[src/rtl/nand4_rr_arbiter_if.sv]
// Request/response bundle between four requesters, one consumer and the arbiter.
interface nand4_rr_arbiter_if;
    logic [3:0]  req;
    logic [15:0] ops;
    logic [3:0]  gnt;
    logic        rsp_valid;
    logic [1:0]  rsp_id;
    logic        rsp_data;
    logic        rsp_ack;
    logic        busy;
    logic        drop;

    modport master (
        output req, ops, rsp_ack,
        input  gnt, rsp_valid, rsp_id, rsp_data, busy, drop
    );

    modport slave (
        input  req, ops, rsp_ack,
        output gnt, rsp_valid, rsp_id, rsp_data, busy, drop
    );
endinterface

[src/rtl/nand4_rr_arbiter.sv]
// Round-robin arbiter over four requesters; the winner's 4-bit operand is reduced
// by a NAND and held as a response until acknowledged or timed out.
module nand4_rr_arbiter #(
    parameter int unsigned WAIT_LIMIT = 8
) (
    input  logic               clk,
    input  logic               reset,
    nand4_rr_arbiter_if.slave  bus
);
    localparam int unsigned N    = 4;
    localparam int unsigned IDW  = 2;
    localparam int unsigned OPW  = 4;
    localparam int unsigned CNTW = 4;
    // Out-of-range limits saturate at the counter's reach.
    localparam logic [CNTW-1:0] LIMIT = (WAIT_LIMIT > 15) ? CNTW'(15) : CNTW'(WAIT_LIMIT);

    typedef enum logic [1:0] {
        IDLE = 2'd0,
        EVAL = 2'd1,
        RESP = 2'd2
    } state_e;

    state_e            state_q, state_d;
    logic [IDW-1:0]    ptr_q, ptr_d;
    logic [IDW-1:0]    win_q, win_d;
    logic [OPW-1:0]    opnd_q, opnd_d;
    logic [CNTW-1:0]   cnt_q, cnt_d;

    logic [N-1:0]      gnt_q, gnt_d;
    logic              rsp_valid_q, rsp_valid_d;
    logic [IDW-1:0]    rsp_id_q, rsp_id_d;
    logic              rsp_data_q, rsp_data_d;
    logic              busy_q, busy_d;
    logic              drop_q, drop_d;

    logic [IDW-1:0]    pick_c;
    logic              any_c;
    logic              timeout_c;

    // First set request at or above ptr, wrapping; scanned downward so the nearest wins.
    always_comb begin
        pick_c = ptr_q;
        any_c  = 1'b0;
        for (int k = int'(N) - 1; k >= 0; k--) begin
            if (bus.req[ptr_q + IDW'(k)]) begin
                pick_c = ptr_q + IDW'(k);
                any_c  = 1'b1;
            end
        end
    end

    assign timeout_c = (state_q == RESP) && !bus.rsp_ack && (LIMIT != '0)
                       && (cnt_q == LIMIT - CNTW'(1));

    // State and datapath registers.
    always_ff @(posedge clk) begin
        if (reset) begin
            state_q     <= IDLE;
            ptr_q       <= '0;
            win_q       <= '0;
            opnd_q      <= '0;
            cnt_q       <= '0;
            gnt_q       <= '0;
            rsp_valid_q <= 1'b0;
            rsp_id_q    <= '0;
            rsp_data_q  <= 1'b0;
            busy_q      <= 1'b0;
            drop_q      <= 1'b0;
        end else begin
            state_q     <= state_d;
            ptr_q       <= ptr_d;
            win_q       <= win_d;
            opnd_q      <= opnd_d;
            cnt_q       <= cnt_d;
            gnt_q       <= gnt_d;
            rsp_valid_q <= rsp_valid_d;
            rsp_id_q    <= rsp_id_d;
            rsp_data_q  <= rsp_data_d;
            busy_q      <= busy_d;
            drop_q      <= drop_d;
        end
    end

    // Next-state and datapath update.
    always_comb begin
        state_d = state_q;
        ptr_d   = ptr_q;
        win_d   = win_q;
        opnd_d  = opnd_q;
        cnt_d   = cnt_q;
        unique case (state_q)
            IDLE: begin
                if (any_c) begin
                    win_d   = pick_c;
                    opnd_d  = bus.ops[{pick_c, 2'b00} +: OPW];
                    state_d = EVAL;
                end
            end
            EVAL: begin
                cnt_d   = '0;
                state_d = RESP;
            end
            RESP: begin
                if (bus.rsp_ack || timeout_c) begin
                    state_d = IDLE;
                    ptr_d   = win_q + IDW'(1);
                    cnt_d   = '0;
                end else begin
                    cnt_d = cnt_q + CNTW'(1);
                end
            end
            default: state_d = IDLE;
        endcase
    end

    // Output values for the coming cycle, derived from the next state.
    always_comb begin
        gnt_d       = '0;
        rsp_valid_d = 1'b0;
        rsp_id_d    = '0;
        rsp_data_d  = 1'b0;
        busy_d      = (state_d != IDLE);
        drop_d      = timeout_c;
        if (state_d == EVAL) begin
            gnt_d = N'(1) << win_d;
        end
        if (state_d == RESP) begin
            rsp_valid_d = 1'b1;
            rsp_id_d    = win_d;
            rsp_data_d  = ~&opnd_d;
        end
    end

    assign bus.gnt       = gnt_q;
    assign bus.rsp_valid = rsp_valid_q;
    assign bus.rsp_id    = rsp_id_q;
    assign bus.rsp_data  = rsp_data_q;
    assign bus.busy      = busy_q;
    assign bus.drop      = drop_q;
endmodule

[src/flat_wrapper.sv]
// flat-port wrapper written by rule: the top's interface ports become plain ports
module nand4_rr_arbiter_flat 
#(
    parameter int unsigned WAIT_LIMIT = 8
)
  (clk, reset, bus_req, bus_ops, bus_rsp_ack, bus_gnt, bus_rsp_valid, bus_rsp_id, bus_rsp_data, bus_busy, bus_drop);
  nand4_rr_arbiter_if bus_i ();
  input  logic clk;
  input  logic reset;
  input wire logic [$bits(bus_i.req)-1:0] bus_req;
  input wire logic [$bits(bus_i.ops)-1:0] bus_ops;
  input wire logic [$bits(bus_i.rsp_ack)-1:0] bus_rsp_ack;
  output wire logic [$bits(bus_i.gnt)-1:0] bus_gnt;
  output wire logic [$bits(bus_i.rsp_valid)-1:0] bus_rsp_valid;
  output wire logic [$bits(bus_i.rsp_id)-1:0] bus_rsp_id;
  output wire logic [$bits(bus_i.rsp_data)-1:0] bus_rsp_data;
  output wire logic [$bits(bus_i.busy)-1:0] bus_busy;
  output wire logic [$bits(bus_i.drop)-1:0] bus_drop;
  assign bus_i.req = bus_req;
  assign bus_i.ops = bus_ops;
  assign bus_i.rsp_ack = bus_rsp_ack;
  assign bus_gnt = bus_i.gnt;
  assign bus_rsp_valid = bus_i.rsp_valid;
  assign bus_rsp_id = bus_i.rsp_id;
  assign bus_rsp_data = bus_i.rsp_data;
  assign bus_busy = bus_i.busy;
  assign bus_drop = bus_i.drop;
  nand4_rr_arbiter #(.WAIT_LIMIT(WAIT_LIMIT)) u_core (.clk(clk), .reset(reset), .bus(bus_i));
endmodule
[config.mk]
export PLATFORM = sky130hd
export DESIGN_NAME = nand4_rr_arbiter_flat
export DESIGN_NICKNAME = d
export VERILOG_FILES = /design/src/rtl/nand4_rr_arbiter_if.sv /design/src/rtl/nand4_rr_arbiter.sv /design/src/flat_wrapper.sv
export SDC_FILE = /design/constraint.sdc
export NUM_CORES = 1
export LEC_CHECK = 0
export ABC_AREA = 0
export CAP_MARGIN = 20
export CORE_UTILIZATION = 40
export CTS_CLUSTER_DIAMETER = 200
export DETAILED_ROUTE_END_ITERATION = 6
export PLACE_DENSITY = 0.68
export SKIP_LAST_GASP = 1
export SYNTH_ARGS = -nofsm -noshare
export SYNTH_HDL_FRONTEND = slang
export SYNTH_SLANG_ARGS = --single-unit
[constraint.sdc]
create_clock -name clk -period 2.3 [get_ports clk]
set_input_delay 0.345 -clock clk [delete_from_list [all_inputs] [get_ports clk]]
set_output_delay 0.345 -clock clk [all_outputs]
set_load 0.02 [all_outputs]
# Word level (Yosys, flattened, before mapping)
# Cells that the tools add are included.
# op_classes
add_sub_neg,5
n_lt_le_gt_ge,4
eq_ne,5
shift,2
n_mux,26
n_bitwise,2
n_reduce_logical,12
# ops
cell,count
$mux 2,8
$shiftx 16x5->4,1
$lt 2x3->1 const B,4
$mux 4,3
$mux 1,9
$bmux 1 s2,4
$pmux 4 s2,1
$pmux 2 s3,1
$add 2x1->2 const B,2
$add 2x2->2 const B,2
$add 4x1->4 const B,1
$eq 2x1->1 const B,2
$eq 2x2->1 const B,2
$eq 4x3->1 const B,1
$reduce_and 4->1,1
$reduce_bool 2->1,2
$reduce_or 2->1,2
$shl 1x2->4 const A,1
$logic_and 1x1->1,2
$logic_not 1->1,2
$logic_not 2->1,1
$not 1->1,2
$reduce_and 2->1,1
$logic_or 1x1->1,1
# word_totals
register_bits,24
inputBits,23
out_inout_bits,10
wordCells,67

# Longest topological paths before layout
# Gate-level depths: netlist of the first run.
# depth
ltp_word,12
depth_mapped,8
mapped_depth_nobuf,8

# Worst setup path before layout of the first run
# No wires, ideal clock.
# synth_path
path_kind,in2reg
start,input bus_req[1]
end,"register u_core.rsp_data_q, in the netlist u_core.bus.rsp_data"
setup_time_ns,0.125
t_arrival_ns,1.802
required_ns,2.175
slack_ns,0.373
path_stages,6
path_buffers,1
path_cell_list,or4_4 and2_4 buf_6 o211ai_2 o221ai_1 o41a_1
# synth_via
elab_chain_len,11
elab_cells_between_ends,26
cone_classes,1 x eq/ne; 1 x shift; 20 x mux; 1 x bitwise; 3 x reduce/logical
# synth_lines
item,line,source
from (decl),flat_wrapper.sv:10,input wire logic [$bits(bus_i.req)-1:0] bus_req;
$bmux 1 s2,nand4_rr_arbiter.sv:45,if (bus.req[ptr_q + IDW'(k)]) begin
$mux 1 (implied by the code),nand4_rr_arbiter.sv:45,
$mux 2 / $mux 1 (equally long branches) (4 in series),nand4_rr_arbiter.sv:45,
$shiftx 16x5->4 / $mux 2 (equally long branches),"nand4_rr_arbiter.sv:95, nand4_rr_arbiter.sv:93",
$mux 4 / $pmux 2 s3 (equally long branches),"nand4_rr_arbiter.sv:93, nand4_rr_arbiter.sv:91",
$mux 4 / $eq 2x2->1 (equally long branches),"nand4_rr_arbiter.sv:91, nand4_rr_arbiter.sv:127",
$reduce_and 4->1 / $not 1->1 (equally long branches),-,
$logic_not 1->1 / $reduce_or 2->1 (equally long branches),-,
to (signal assigned),nand4_rr_arbiter.sv:78,rsp_data_q <= rsp_data_d;
to (decl),nand4_rr_arbiter.sv:32,"logic rsp_data_q, rsp_data_d;"
# Parallel ways exist; a longest one is shown, timed or not. The select of a mux whose other input is x is not followed.
# A chain may end at the register's enable or synchronous reset.

# Worst setup path in the final report of the first run
# layout_path
start,input bus_req[1]
end,register u_core.opnd_q[1]
# layout_via
elab_chain_len,9
elab_cells_between_ends,19
cone_classes,1 x shift; 18 x mux
# layout_lines
item,line,source
$bmux 1 s2,nand4_rr_arbiter.sv:45,
$mux 1 (implied by the code),nand4_rr_arbiter.sv:45,
$mux 2 (4 in series),nand4_rr_arbiter.sv:45,
$shiftx 16x5->4,nand4_rr_arbiter.sv:95,"opnd_d = bus.ops[{pick_c, 2'b00} +: OPW];"
$mux 4 *,nand4_rr_arbiter.sv:93,if (any_c) begin
$mux 4 *,nand4_rr_arbiter.sv:91,unique case (state_q)
to (signal assigned),nand4_rr_arbiter.sv:73,opnd_q <= opnd_d;
to (decl),nand4_rr_arbiter.sv:26,"logic [OPW-1:0] opnd_q, opnd_d;"
# Mark *: on every way between the ends. The rest lies on a longest branch, timed or not. The select of a mux whose other input is x is not followed.

==> key figures, run 1 <==
Clock network
  – Clock-pin slew on the worst setup and hold paths: 120 ps
  – Clock sink count: 24
  – H-tree depth: 1
  – CTS hold repair buffers: 0
  – CTS Root Buffer Type: clkbuf_4
  – CTS Buffer Depth: 2
  – Clock latency on the worst-skew pair: approximately 300 ps
  – Inserted Clock Buffers: 3
  – TritonCTS clock tree: built

STA
  – Fmax: 459 MHz
  – Relative slew slack: 0.757
  – Final Skew: 6.80 ps
  – Final setup violation count: 0
  – Period minus WS final: 2180 ps
  – Worst Tran Pin Value: about 360 ps
  – RSZ-0062 raised after global routing: false
  – Fin. max-slew vios: 0
  – Tcrit/Tclk final: 0.947
  – Final hold vios: 0

Global routing
  – All-Layer GR Usage: 0.173
  – Congestion Overflow GR: 0
  – Largest net degree at the start of global routing: 16
  – Antenna violations before repair: 0
  – Vias in the first global route: 1091
  – First-pass GRT wire length: 4570 µm

Final layout
  – Final-stage net count: 208
  – Commonest non-fill, non-tap cell in the layout: clkdlybuf4s50_1
  – Ratio of cells with drive above 1 in the final layout: 0.174
  – ANT cells: 0
  – Layout area overhead: 40.6%
  – Most frequent cells in the layout: clkdlybuf4s50_1 (32), dfxtp_1 (24), buf_4 (17)
  – Final instance area: 0.00171 mm²

Detailed routing
  – WL/cell: 12.5 µm
  – Vias: 1076
  – Final wirelength: between 2000 and 3000 µm
  – Number of DRC markers in iteration 0: 29
  – Residual DRC: 4
  – Detail Route Antenna Nets: 0
  – First-pass DRT Iterations: 6
  – Avg Vias per Cell: 5.15

Critical path
  – R2R Setup Slk: 230 ps
  – Slowest cell on the critical path: clkdlybuf4s50_1
  – Critical Path RT: 2500 ps
  – R2r startpoint: u_core.ptr_q[0]$_SDFFE_PP0P_
  – CP bufs+invs: 3
  – Crit-path leading delay family: buffers and inverters
  – Cell mode on critical path: buf_4
  – Reg-to-Reg End: u_core.opnd_q[1]$_SDFF_PP0_
  – Critical Path Sink Type: register
  – Critical Path Fanout Max: 7
  – Setup Crit Path Kind: in2reg
  – Crit path largest cell delay: 530 ps
  – Setup crit start kind: primary input
  – R2R depth: 8
  – CP cell instances: clkdlybuf4s50_1, nand2b_1, a21oi_1, nor3_4, buf_4, mux2_1, o221ai_2, buf_4, nor2_1
  – CP arrival: 2380 ps
  – Crit path launch: bus_req[1]

Logic synthesis
  – Post-Syn Instances: 128
  – Synth Area per Inst: 9.50 µm²
  – Share of the synthesized area in the top cell type: 0.395
  – Dominant synthesized flop cell: dfxtp_1
  – Seq/Total Area, Yosys: 0.395
  – Synth area leader: dfxtp_1
  – Yosys reg bits: 24
  – Post-synth EDFFs: 0
  – Syn_nets: 156
  – Yosys cell types: 43
  – YS warnings: 0
  – Cell Area, Synth: 0.00122 mm²
  – Async SR Flop Fraction: 0
  – Synth area leaders: dfxtp_1 (40%), ha_1 (5.1%), nand2b_1 (5.1%), nor2_1 (4.9%), mux2_1 (3.7%)

Floorplan
  – Starting Density: 0.430
  – Ports: 33
  – Row count: 19
  – Placeable Area: between 0.002 and 0.003 mm²
  – Total die area: 0.00326 mm²
  – Die height: 57.1 µm
  – Die width: roughly 57 µm

Place
  – Dpl cell area: 0.00168 mm²
  – HPWL after DPL: 2120 µm
  – PortBufs: 32
  – Final RePlAce weighted congestion: 0.817

Hold path
  – Hold path depth: 1
  – Worst hold path class: reg2reg
  – Hold Startpoint: u_core.win_q[0]$_SDFF_PP0_
  – Hold EP: u_core.ptr_q[0]$_SDFFE_PP0P_

Run status
  – Failing checks: design-rule violations
  – Status: complete, but fails checks

Pwr
  – Pwr dens: 856 mW/mm²
  – Leakage power: ~0.7 nW
  – Worst vdd ir: 0.584 mV
  – Total power draw: approximately 1.5 mW

Run
  – Max cap viols: 0
## cells by family after synthesis
kind of cell               synth area share
and+or+nand+nor                       0.259
AOI/OAI and AO/OA                     0.177
DFF                                   0.395
muxes                                0.0854
buffers and inverters                0.0247
adders and majority gates            0.0514
xor gates and xnor gates            0.00720
## worst max-delay path by stage
stage	slack, ps	cells after the start	to
final	120	9	u_core.opnd_q[1]$_SDFF_PP0_
after global routing	10	7	u_core.bus.rsp_data$_SDFF_PP0_
after CTS	110	7	u_core.bus.rsp_data$_SDFF_PP0_
after detailed placement	-200	7	u_core.bus.rsp_data$_SDFF_PP0_
after global placement	-120	7	u_core.bus.rsp_data$_SDFF_PP0_
after floorplan	370	6	u_core.bus.rsp_data$_SDFF_PP0_
## state kept, by name (all words and copies together), names as in the netlist
register	count
u_core.win_q	2
u_core.bus.busy	1
u_core.ptr_q	2
u_core.bus.rsp_valid	1
u_core.bus.rsp_data	1
u_core.bus.drop	1
u_core.bus.rsp_id	2
u_core.state_q	2
u_core.cnt_q	4
u_core.opnd_q	4
u_core.bus.gnt	4
## cell type report
type	count	area, µm²
well taps	31	38.8
clock buffers	3	22.5
multi-input cells	98	706
inverters	4	15.0
fillers	251	1120
flip-flops and latches	24	480
repair buffers	49	448
## metal layers
metal / routed length [µm] / vias up / track usage
li1: - / 563 / -
met1: 1260 / 492 / 0.233
met2: 1240 / 19 / 0.289
met3: 109 / 2 / 0.0340
met4: 9 / 0 / 0.0383
met5: 0 / - / 0
## report_power, final
group | total (mW) | internal, mW | leakage [nW] | switching (mW)
clock | 0.171 | 0.0610 | 0.0138 | 0.110
combinational | 0.741 | 0.387 | 0.487 | 0.354
sequential | 0.551 | 0.504 | 0.196 | 0.0472
## cell usage after synthesis (2+ instances only)
library cell and number:
o221ai_2 2, nand2b_1 10, and2_1 3, mux2_1 4
or2_1 2, mux2_2 3, nand2_1 5, o22ai_1 2
nor2_1 16, nor2b_1 2, a211oi_1 2, nor3_1 5
inv_1 4, dfxtp_1 24, o21ai_0 3, a21o_1 2
a21oi_1 6, or4b_1 2, o21a_1 2, ha_1 5
nor3b_1 2
## stage by stage
| step | utilization | setup TNS, ps | worst slack (ps) | hold WS (ps) | cells |
|---|---|---|---|---|---|
| 2_1_floorplan | - | 0 | 373 | 417 | 128 |
| 3_3_place_gp | 0.594 | -599 | -115 | 479 | 205 |
| 3_5_place_dp | 0.594 | -1160 | -198 | 498 | 205 |
| 4_1_cts | 0.602 | 0 | 109 | 516 | 208 |
| 5_1_grt | 0.605 | 0 | 11.3 | 555 | 209 |
| 6_report | 0.605 | 0 | 121 | 514 | 209 |
## worst register-to-register path, stage by stage (launching register included)
cell and delay (ps):
dfxtp_1 430, nand2b_1 150, a21oi_1 130, nor3_4 370, buf_4 190, mux2_1 340
o221ai_2 190, buf_4 140, nor2_1 30
## repair_timing
action                                  4_1_cts  5_1_grt
endpoints found under the setup margin        0        1
buffers inserted                              0        1
gates resized for setup                       0        0
(Power assumes the default switching activity.)
==> run 2: changes to the inputs <==
--- a/config.mk
+++ b/config.mk
@@ -12,6 +12,7 @@
 export DETAILED_ROUTE_END_ITERATION = 6
 export PLACE_DENSITY = 0.68
 export SKIP_LAST_GASP = 1
+export SLEW_MARGIN = 20
 export SYNTH_ARGS = -nofsm -noshare
 export SYNTH_HDL_FRONTEND = slang
 export SYNTH_SLANG_ARGS = --single-unit
==> results of run 2 <==
Final layout, timing and power as in run 1 (identical DEF).
